$ cat config.mk
export PLATFORM = sky130hd
export DESIGN_NAME = bfly_stage_ctrl
export DESIGN_NICKNAME = d
export VERILOG_FILES = /design/src/rtl/bfly_stage_ctrl.sv
export SDC_FILE = /design/constraint.sdc
export NUM_CORES = 1
export LEC_CHECK = 0
export BUFFER_PORTS_ARGS = -buffer_cell sky130_fd_sc_hd__buf_2
export CORE_UTILIZATION = 54
export DETAILED_ROUTE_END_ITERATION = 7
export PLACE_DENSITY = 0.86
export SETUP_SLACK_MARGIN = 0.1
export SYNTH_ARGS = -nofsm -noshare
export SYNTH_HDL_FRONTEND = slang
export SYNTH_SLANG_ARGS = --single-unit
$ cat constraint.sdc
create_clock -name clk -period 1.94 [get_ports clk]
set_input_delay 0.194 -clock clk [delete_from_list [all_inputs] [get_ports clk]]
set_output_delay 0.194 -clock clk [all_outputs]
set_load 0.005 [all_outputs]
$ cat src/rtl/bfly_stage_ctrl.sv
// bfly_stage_ctrl: sequencing controller for one radix-2 butterfly stage.
// Counts input beats per frame. The first half-frame writes the delay shift
// register. The second half-frame reads it, enables the butterfly and
// addresses the twiddle ROM. valid_out is realigned to the butterfly latency.
// Optional feature macro: BFLY_CTRL_GAP_ERR_EN. When it is defined, a gap
// inside a frame aborts the frame and sets a sticky err flag. When it is not
// defined, a gap simply stalls the frame.
//
// state | meaning
// IDLE  | waiting for beat 0 of a frame
// FILL  | first half-frame, writing the delay shift register
// BFLY  | second half-frame, butterfly active
// DRAIN | BF_LAT cycles after the last beat; beat 0 of the next frame may arrive
module bfly_stage_ctrl #(
  parameter int NUM    = 16,
  parameter int DATA   = 512,
  parameter int COUNT  = DATA / NUM,
  parameter int HALF   = COUNT / 2,
  parameter int BF_LAT = 3
) (
  input  logic                    clk,
  input  logic                    rstn,
  input  logic                    valid_in,
  output logic                    sr_write,
  output logic                    sr_read,
  output logic                    bfly_en,
  output logic [$clog2(HALF)-1:0] tw_addr,
  output logic                    valid_out,
  output logic                    frame_done,
  output logic                    busy,
  output logic                    err
);

  localparam int CW = $clog2(COUNT);
  localparam int TW = $clog2(HALF);
  localparam int DW = $clog2(BF_LAT + 1);

  localparam logic [CW-1:0] HALF_C = CW'(HALF);
  localparam logic [CW-1:0] HM1_C  = CW'(HALF - 1);
  localparam logic [CW-1:0] LAST_C = CW'(COUNT - 1);

  typedef enum logic [1:0] {
    IDLE  = 2'd0,
    FILL  = 2'd1,
    BFLY  = 2'd2,
    DRAIN = 2'd3
  } state_t;

  state_t            state, state_nx;
  logic [CW-1:0]     in_cnt, in_cnt_nx;
  logic [DW-1:0]     drn_cnt, drn_cnt_nx;
  logic [BF_LAT-1:0] pipe_v, pipe_v_nx;
  logic [BF_LAT-1:0] pipe_l, pipe_l_nx;
  logic              busy_q;
  logic              lo_half;
  logic              beat_last;

  // Same-cycle strobes; held low during reset so nothing leaks out while rstn is low.
  always_comb begin
    lo_half   = (in_cnt < HALF_C);
    sr_write  = rstn && valid_in && lo_half;
    bfly_en   = rstn && valid_in && !lo_half;
    sr_read   = bfly_en;
    tw_addr   = bfly_en ? TW'(in_cnt - HALF_C) : '0;
    beat_last = bfly_en && (in_cnt == LAST_C);
  end

  // Next state and beat counter; DRAIN uses a down-counter to time BF_LAT cycles.
  always_comb begin
    state_nx   = state;
    in_cnt_nx  = in_cnt;
    drn_cnt_nx = drn_cnt;
    case (state)
      IDLE: begin
        if (valid_in) begin
          state_nx  = FILL;
          in_cnt_nx = CW'(1);
        end
      end
      FILL: begin
        if (valid_in) begin
          in_cnt_nx = in_cnt + CW'(1);
          if (in_cnt == HM1_C) state_nx = BFLY;
        end else begin
`ifdef BFLY_CTRL_GAP_ERR_EN
          state_nx  = IDLE;
          in_cnt_nx = '0;
`endif
        end
      end
      BFLY: begin
        if (valid_in) begin
          if (in_cnt == LAST_C) begin
            state_nx   = DRAIN;
            in_cnt_nx  = '0;
            drn_cnt_nx = DW'(BF_LAT - 1);
          end else begin
            in_cnt_nx = in_cnt + CW'(1);
          end
        end else begin
`ifdef BFLY_CTRL_GAP_ERR_EN
          state_nx  = IDLE;
          in_cnt_nx = '0;
`endif
        end
      end
      DRAIN: begin
        if (valid_in) begin
          state_nx  = FILL;
          in_cnt_nx = CW'(1);
        end else if (drn_cnt == '0) begin
          state_nx = IDLE;
        end else begin
          drn_cnt_nx = drn_cnt - DW'(1);
        end
      end
      default: state_nx = IDLE;
    endcase
  end

  // Output pipeline: bfly_en shifted BF_LAT deep, tagged with the last-beat flag.
  always_comb begin
    pipe_v_nx    = '0;
    pipe_l_nx    = '0;
    pipe_v_nx[0] = bfly_en;
    pipe_l_nx[0] = beat_last;
    for (int i = 1; i < BF_LAT; i++) begin
      pipe_v_nx[i] = pipe_v[i-1];
      pipe_l_nx[i] = pipe_l[i-1];
    end
  end

  // Registers; busy is registered from the next-cycle state and pipeline contents.
  always_ff @(posedge clk) begin
    if (!rstn) begin
      state   <= IDLE;
      in_cnt  <= '0;
      drn_cnt <= '0;
      pipe_v  <= '0;
      pipe_l  <= '0;
      busy_q  <= 1'b0;
    end else begin
      state   <= state_nx;
      in_cnt  <= in_cnt_nx;
      drn_cnt <= drn_cnt_nx;
      pipe_v  <= pipe_v_nx;
      pipe_l  <= pipe_l_nx;
      busy_q  <= (state_nx != IDLE) || (|pipe_v_nx);
    end
  end

`ifdef BFLY_CTRL_GAP_ERR_EN
  logic err_q;

  // Sticky gap error: a missing beat inside FILL or BFLY.
  always_ff @(posedge clk) begin
    if (!rstn) begin
      err_q <= 1'b0;
    end else if (!valid_in && (state == FILL || state == BFLY)) begin
      err_q <= 1'b1;
    end
  end

  assign err = err_q;
`else
  assign err = 1'b0;
`endif

  assign valid_out  = pipe_v[BF_LAT-1];
  assign frame_done = pipe_v[BF_LAT-1] && pipe_l[BF_LAT-1];
  assign busy       = busy_q;

endmodule

==> run_results.csv, run 1 <==
group,metric,value,unit
worst_hold_path,hold_start,"rstn",
timing,rsz0062_at_grt,"no",
timing,finalSetupTns,0,ns
timing,max_freq,0.570,GHz
route,wl_met3,55,um
clock_network,hold_buffers,0,
critical_path,r2r-start,"in_cnt[0]",
global_route,grt_pass1_vias,632,
route,top_layer_used,"met4",
clock_network,cts-buffers-inserted,3,
finish,multiInputGateArea,559,um^2
global_route,overflow,0,
worst_hold_path,hold_end,"busy",
synth,ys_ff_latch,16,
finish,drive_gt1_share,27.0,%
clock_network,clock-sinks,16,
critical_path,crit_fanout,6,
route,drc_errors,0,
critical_path,worstSetupPathType,"reg2reg",
die,io_pins,14,
timing,finalHoldViolCount,0,
route,drt_iter0_drc,9,
timing,slew_violations,0,
die,core_area,1520,um^2
route,routedWlPerCell,12.5,um
clock_network,clock-root-buffer,"clkbuf_4",
clock_network,clk-insertion-delay-late,0.28,ns
route,ant_nets,0,
finish,fillers,115,
timing,skew,0.000951,ns
clock_network,cts_tree,"yes",
finish,seq_area,325,um^2
synth,netlist_area,898,um^2
timing,fin_crit_sh,90.4,%
pwr,vdd_drop_max,0.000414,V
critical_path,cp.required,2.12,ns
synth,synthDistinctLibCells,32,
die,dieHeight,42.8,um
placed_design,gp_congestion,0.798,
finish,utilization,67.9,%
clock_network,ctsLongestPathBuffers,2,
placed_design,io_buffers,12,
synth,synth_area_leaders,"dfxtp_1 36%, ha_1 13%, and2_1 9.1%, a21oi_1 3.9%, o21ai_0 3.3%",
worst_hold_path,worstHoldPathCells,2,
flow_run,cap_violations,0,
synth,synth_fp_nets,116,
die,die-area,1830,um^2
synth,synth-edff-count,0,
pwr,powerDensity,634,nW/um^2
timing,period_needed,1.75,ns
critical_path,worstSetupEndpointType,"register",
synth,async_reset_ff_share,0,%
route,vias,726,
critical_path,rr_worst_depth,7,
die,fp.dieW,42.8,um
synth,ys_seq_area_share,35.7,%
run_status,status,"finished, final reports clean",
synth,synth.top_cell.area_share,35.7,%
finish,n_antenna_cell,0,
critical_path,arrival,1.93,ns
clock_network,htreeDepth,1,
finish,fin_nets,128,
critical_path,startpoint_type,"register",
route,firstDrtPassIters,4,
timing,setup_viol,0,
route,wl_met2,812,um
global_route,grt_pass1_wl,2640,um
route,totalWireLength,1640,um
route,viasPerCell,5.54,
route,wl_met1,757,um
global_route,grt_start_max_net_pins,17,
worst_hold_path,hp-class,"in2reg",
pwr,power.leakage,0.439,nW
synth,yosysWarningCount,0,
synth,synth-main-ff-cell,"dfxtp_1",
synth,avgSynthCellArea,8.64,um^2
pwr,finalPower,0.656,mW
synth,syn-instance-count,104,
critical_path,ff2ff_setup_slack,0.19,ns
synth,yosysTopAreaCell,"dfxtp_1",
global_route,antenna_found_initial,0,
finish,area_delta_synth_final,15.2,%
die,rows,14,
placed_design,dp_hpwl,1200,um
die,start_util,58.9,%
critical_path,r2r-end,"busy",
clock_network,path_clk_slew,0.09,ns
global_route,grt_usage,18.8,%
power by group:
| group | switching (mW) | total [mW] | internal, mW | leakage, nW |
|---|---|---|---|---|
| sequential | 0.0103 | 0.351 | 0.341 | 0.132 |
| combinational | 0.0517 | 0.0913 | 0.0396 | 0.287 |
| clock | 0.0989 | 0.213 | 0.114 | 0.0210 |
registers in the layout, indices dropped and copies added (netlist names):
name and count:
pipe_l 3, drn_cnt 2, busy 1, state 2, pipe_v 3, in_cnt 5
logic make-up after synthesis:
| kind of cell | synth area share (%) |
|---|---|
| XOR/XNOR | 0.975 |
| adder cells (fa/ha/maj) | 12.5 |
| buffers and inverters | 7.66 |
| AO/OA/AOI/OAI | 14.6 |
| multiplexers | 1.11 |
| AND/OR/NAND/NOR | 27.0 |
| flip-flops | 35.7 |
| other | 0.417 |
metrics by stage:
stage          worst slack (ns)  area, um^2  instances  hold WS (ns)
2_1_floorplan             0.193         898        104         0.329
3_3_place_gp              0.140         936        126         0.419
3_5_place_dp             0.0785         936        126         0.428
4_1_cts                   0.134         975        130         0.231
5_1_grt                   0.105        1030        131         0.239
6_report                  0.185        1030        131         0.239
what timing repair did:
item                                    CTS  global route
resized for setup                         2            14
buffers inserted                          0             1
endpoints found under the hold margin     0             0
endpoints found under the setup margin    2             8
pin swaps                                 0             3
routing by layer:
layer	global-route usage, %	vias up
met2	32.1	10
met1	21.9	340
li1	-	374
met5	0	-
met3	5.11	2
met4	7.50	0
area by class of cell:
class	count	area share, %
flip-flops and latches	16	31.4
multi-input cells	75	54.1
repair buffers	13	6.53
well taps	16	1.93
clock buffers	4	3.51
inverters	7	2.54
how the worst max path moves through the flow:
stage                   start  endpoint  slack (ns)
finish              in_cnt[0]      busy        0.19
global route        in_cnt[0]      busy        0.10
CTS                 in_cnt[0]      busy        0.13
detailed placement  in_cnt[0]      busy        0.08
global placement    in_cnt[0]      busy        0.14
floorplan           in_cnt[0]      busy        0.19
critical path: stages (launching register included):
cell and delay (ns):
dfxtp_2 0.34, ha_2 0.18, and3_4 0.19, ha_4 0.18, o21a_1 0.19, nor3_2 0.17, o32ai_2 0.10, o31a_1 0.30
placed cells by master (no fill, tap or decap), types with 4 or more instances in the layout:
| cell | Yosys | final |
|---|---|---|
| and2_1 | 13 | 13 |
| dfxtp_1 | 16 | 12 |
| buf_2 | 1 | 12 |
| inv_1 | 7 | 7 |
| nor2_1 | 7 | 7 |
| ha_1 | 9 | 7 |
| a21oi_1 | 7 | 6 |
| o21ai_0 | 6 | 5 |
| dfxtp_2 | 0 | 4 |
cell usage after synthesis, types with 2 or more instances:
| master | n |
|---|---|
| a21oi_1 | 7 |
| and2_1 | 13 |
| and3_1 | 4 |
| buf_4 | 3 |
| dfxtp_1 | 16 |
| ha_1 | 9 |
| inv_1 | 7 |
| nand2_1 | 3 |
| nand3b_1 | 2 |
| nor2_1 | 7 |
| nor2b_1 | 3 |
| nor3_1 | 4 |
| o21ai_0 | 6 |
| or3_1 | 2 |
Note: power is estimated with default switching activity, not from simulation.
==> inputs of run 2 (changes only) <==
CORE_UTILIZATION = 58   (was 54)
GPL_ROUTABILITY_DRIVEN = 0   (was default)
MAX_ROUTING_LAYER = met4   (was default)
PLACE_DENSITY = 0.91   (was 0.86)
clock period = 2.1 ns   (was 1.94 ns; I/O delays follow)
==> run 2 against run 1 <==
  * Cell area shrank 6.2%
  * Setup slack gained 0.018 ns
  * Core utilization grew 3.2 points
  * Maximum frequency shrank 7.5%
  * First-iteration DRC count grew 89%
  * Worst hold slack lost 0.0085 ns
  * Clock skew grew 0.0041 ns
==> run_results.csv, run 2 (synthesis results as in run 1) <==
group,metric,value,unit
finish,final_common_cell,"dfxtp_1",
timing,hold_ws,0.231,ns
critical_path,rr_worst_depth,7,
finish,drive_gt1_share,15.8,%
pwr,finalPower,0.610,mW
route,drc_errors,0,
timing,slew_violations,0,
timing,finalSetupTns,0,ns
critical_path,crit_fanout,6,
critical_path,ff2ff_setup_slack,0.20,ns
finish,seq_area,320,um^2
die,fp.dieW,41.4,um
route,routedWlPerCell,13.7,um
finish,fin_nets,127,
die,dieHeight,41.4,um
clock_network,cts_tree,"yes",
run_status,status,"finished, final reports clean",
finish,final_area,971,um^2
clock_network,clk-insertion-delay-late,0.30,ns
route,vias,735,
global_route,antenna_found_initial,0,
global_route,grt_use_met1,30.3,%
die,rows,13,
timing,max_freq,0.527,GHz
clock_network,cts_setup_buffers,0,
worst_hold_path,hp-class,"in2reg",
finish,area_delta_synth_final,8.08,%
critical_path,r2r-start,"in_cnt[0]",
critical_path,arrival,2.10,ns
clock_network,hold_buffers,0,
route,totalWireLength,1770,um
timing,skew,0.00500,ns
clock_network,htreeDepth,1,
route,ant_nets,0,
pwr,power.leakage,0.428,nW
finish,largest_reg_flops,5,
clock_network,cts_resized,0,
critical_path,startpoint_type,"register",
clock_network,clock-sinks,16,
finish,multiInputGateArea,509,um^2
die,die-area,1710,um^2
global_route,grt_util_met3,4.79,%
global_route,grt.met2_usage,39.1,%
worst_hold_path,hold_start,"rstn",
flow_run,cap_violations,0,
finish,n_antenna_cell,0,
clock_network,path_clk_slew,0.10,ns
die,io_pins,14,
global_route,grt.busiest_layer,"met2",
pwr,powerDensity,628,nW/um^2
placed_design,io_buffers,12,
global_route,grt_pass1_vias,582,
timing,fin_crit_sh,90.3,%
critical_path,worstSetupEndpointType,"register",
clock_network,cts-buffers-inserted,3,
timing,setup_viol,0,
clock_network,ctsLongestPathBuffers,2,
global_route,grt_usage,25.1,%
route,drt_iter0_drc,17,
critical_path,worstSetupPathType,"reg2reg",
critical_path,cp.required,2.30,ns
placed_design,placed_area,935,um^2
critical_path,worstSetupEndpoint,"busy",
timing,finalHoldViolCount,0,
timing,period_needed,1.90,ns
placed_design,dp_hpwl,1260,um
finish,final_cell_mix,"16 x dfxtp_1, 13 x and2_1, 12 x buf_2",
die,core_area,1370,um^2
global_route,grt_start_max_net_pins,17,
finish,reg_top3,"in_cnt: 5 flops, pipe_l: 3 flops, pipe_v: 3 flops",
route,viasPerCell,5.70,
clock_network,clock-root-buffer,"clkbuf_4",
pwr,vdd_drop_max,0.000338,V
timing,rsz0062_at_grt,"no",
finish,fillers,107,
global_route,grt_pass1_wl,2560,um
critical_path,r2r-end,"busy",
critical_path,critPathLaunch,"in_cnt[0]",
die,start_util,65.8,%
finish,top_register,"in_cnt",
route,firstDrtPassIters,4,
global_route,overflow,0,
## run 2: worst min path at each step
stage	to	slack (ns)	cells after the start
4_1_cts	busy	0.23	2
3_5_place_dp	pipe_l[2]	0.43	1
3_3_place_gp	pipe_l[1]	0.42	1
6_report	busy	0.23	2
2_1_floorplan	drn_cnt[1]	0.35	2
5_1_grt	busy	0.24	2
## run 2: metal layers
layer	part of all wire [%]	vias up	routed length, um
met3	4.3	6	77
met1	45	335	789
li1	-	368	-
met5	0	-	0
met2	49	26	864
met4	2.3	0	41
## run 2: area by class of cell
class	instances	share of cell area, %
clock buffer	4	3.74
multi-input combinational	75	52.4
sequential	16	33.0
timing repair buffer	12	6.19
inverter	7	2.71
tap	15	1.93
## run 2: metrics by stage
stage | worst slack, ns | std cells | utilization (%)
floorplan | 0.353 | 104 | -
global placement | 0.304 | 125 | 68.4
detailed placement | 0.228 | 125 | 68.4
CTS | 0.210 | 129 | 71.1
global route | 0.109 | 129 | 71.1
finish | 0.203 | 129 | 71.1
## run 2: power breakdown
group          switching, mW  internal [mW]  total (mW)
clock network          0.105          0.106       0.211
logic                 0.0444         0.0313      0.0757
registers            0.00929          0.314       0.323
total                  0.159          0.451       0.610
## run 2: worst max-delay path, stage by stage, from the launching register on
cell and delay (ns):
dfxtp_1 0.35, ha_1 0.21, and3_1 0.21, ha_1 0.26, o21a_1 0.20, nor3_1 0.14
o32ai_1 0.12, o31a_1 0.30
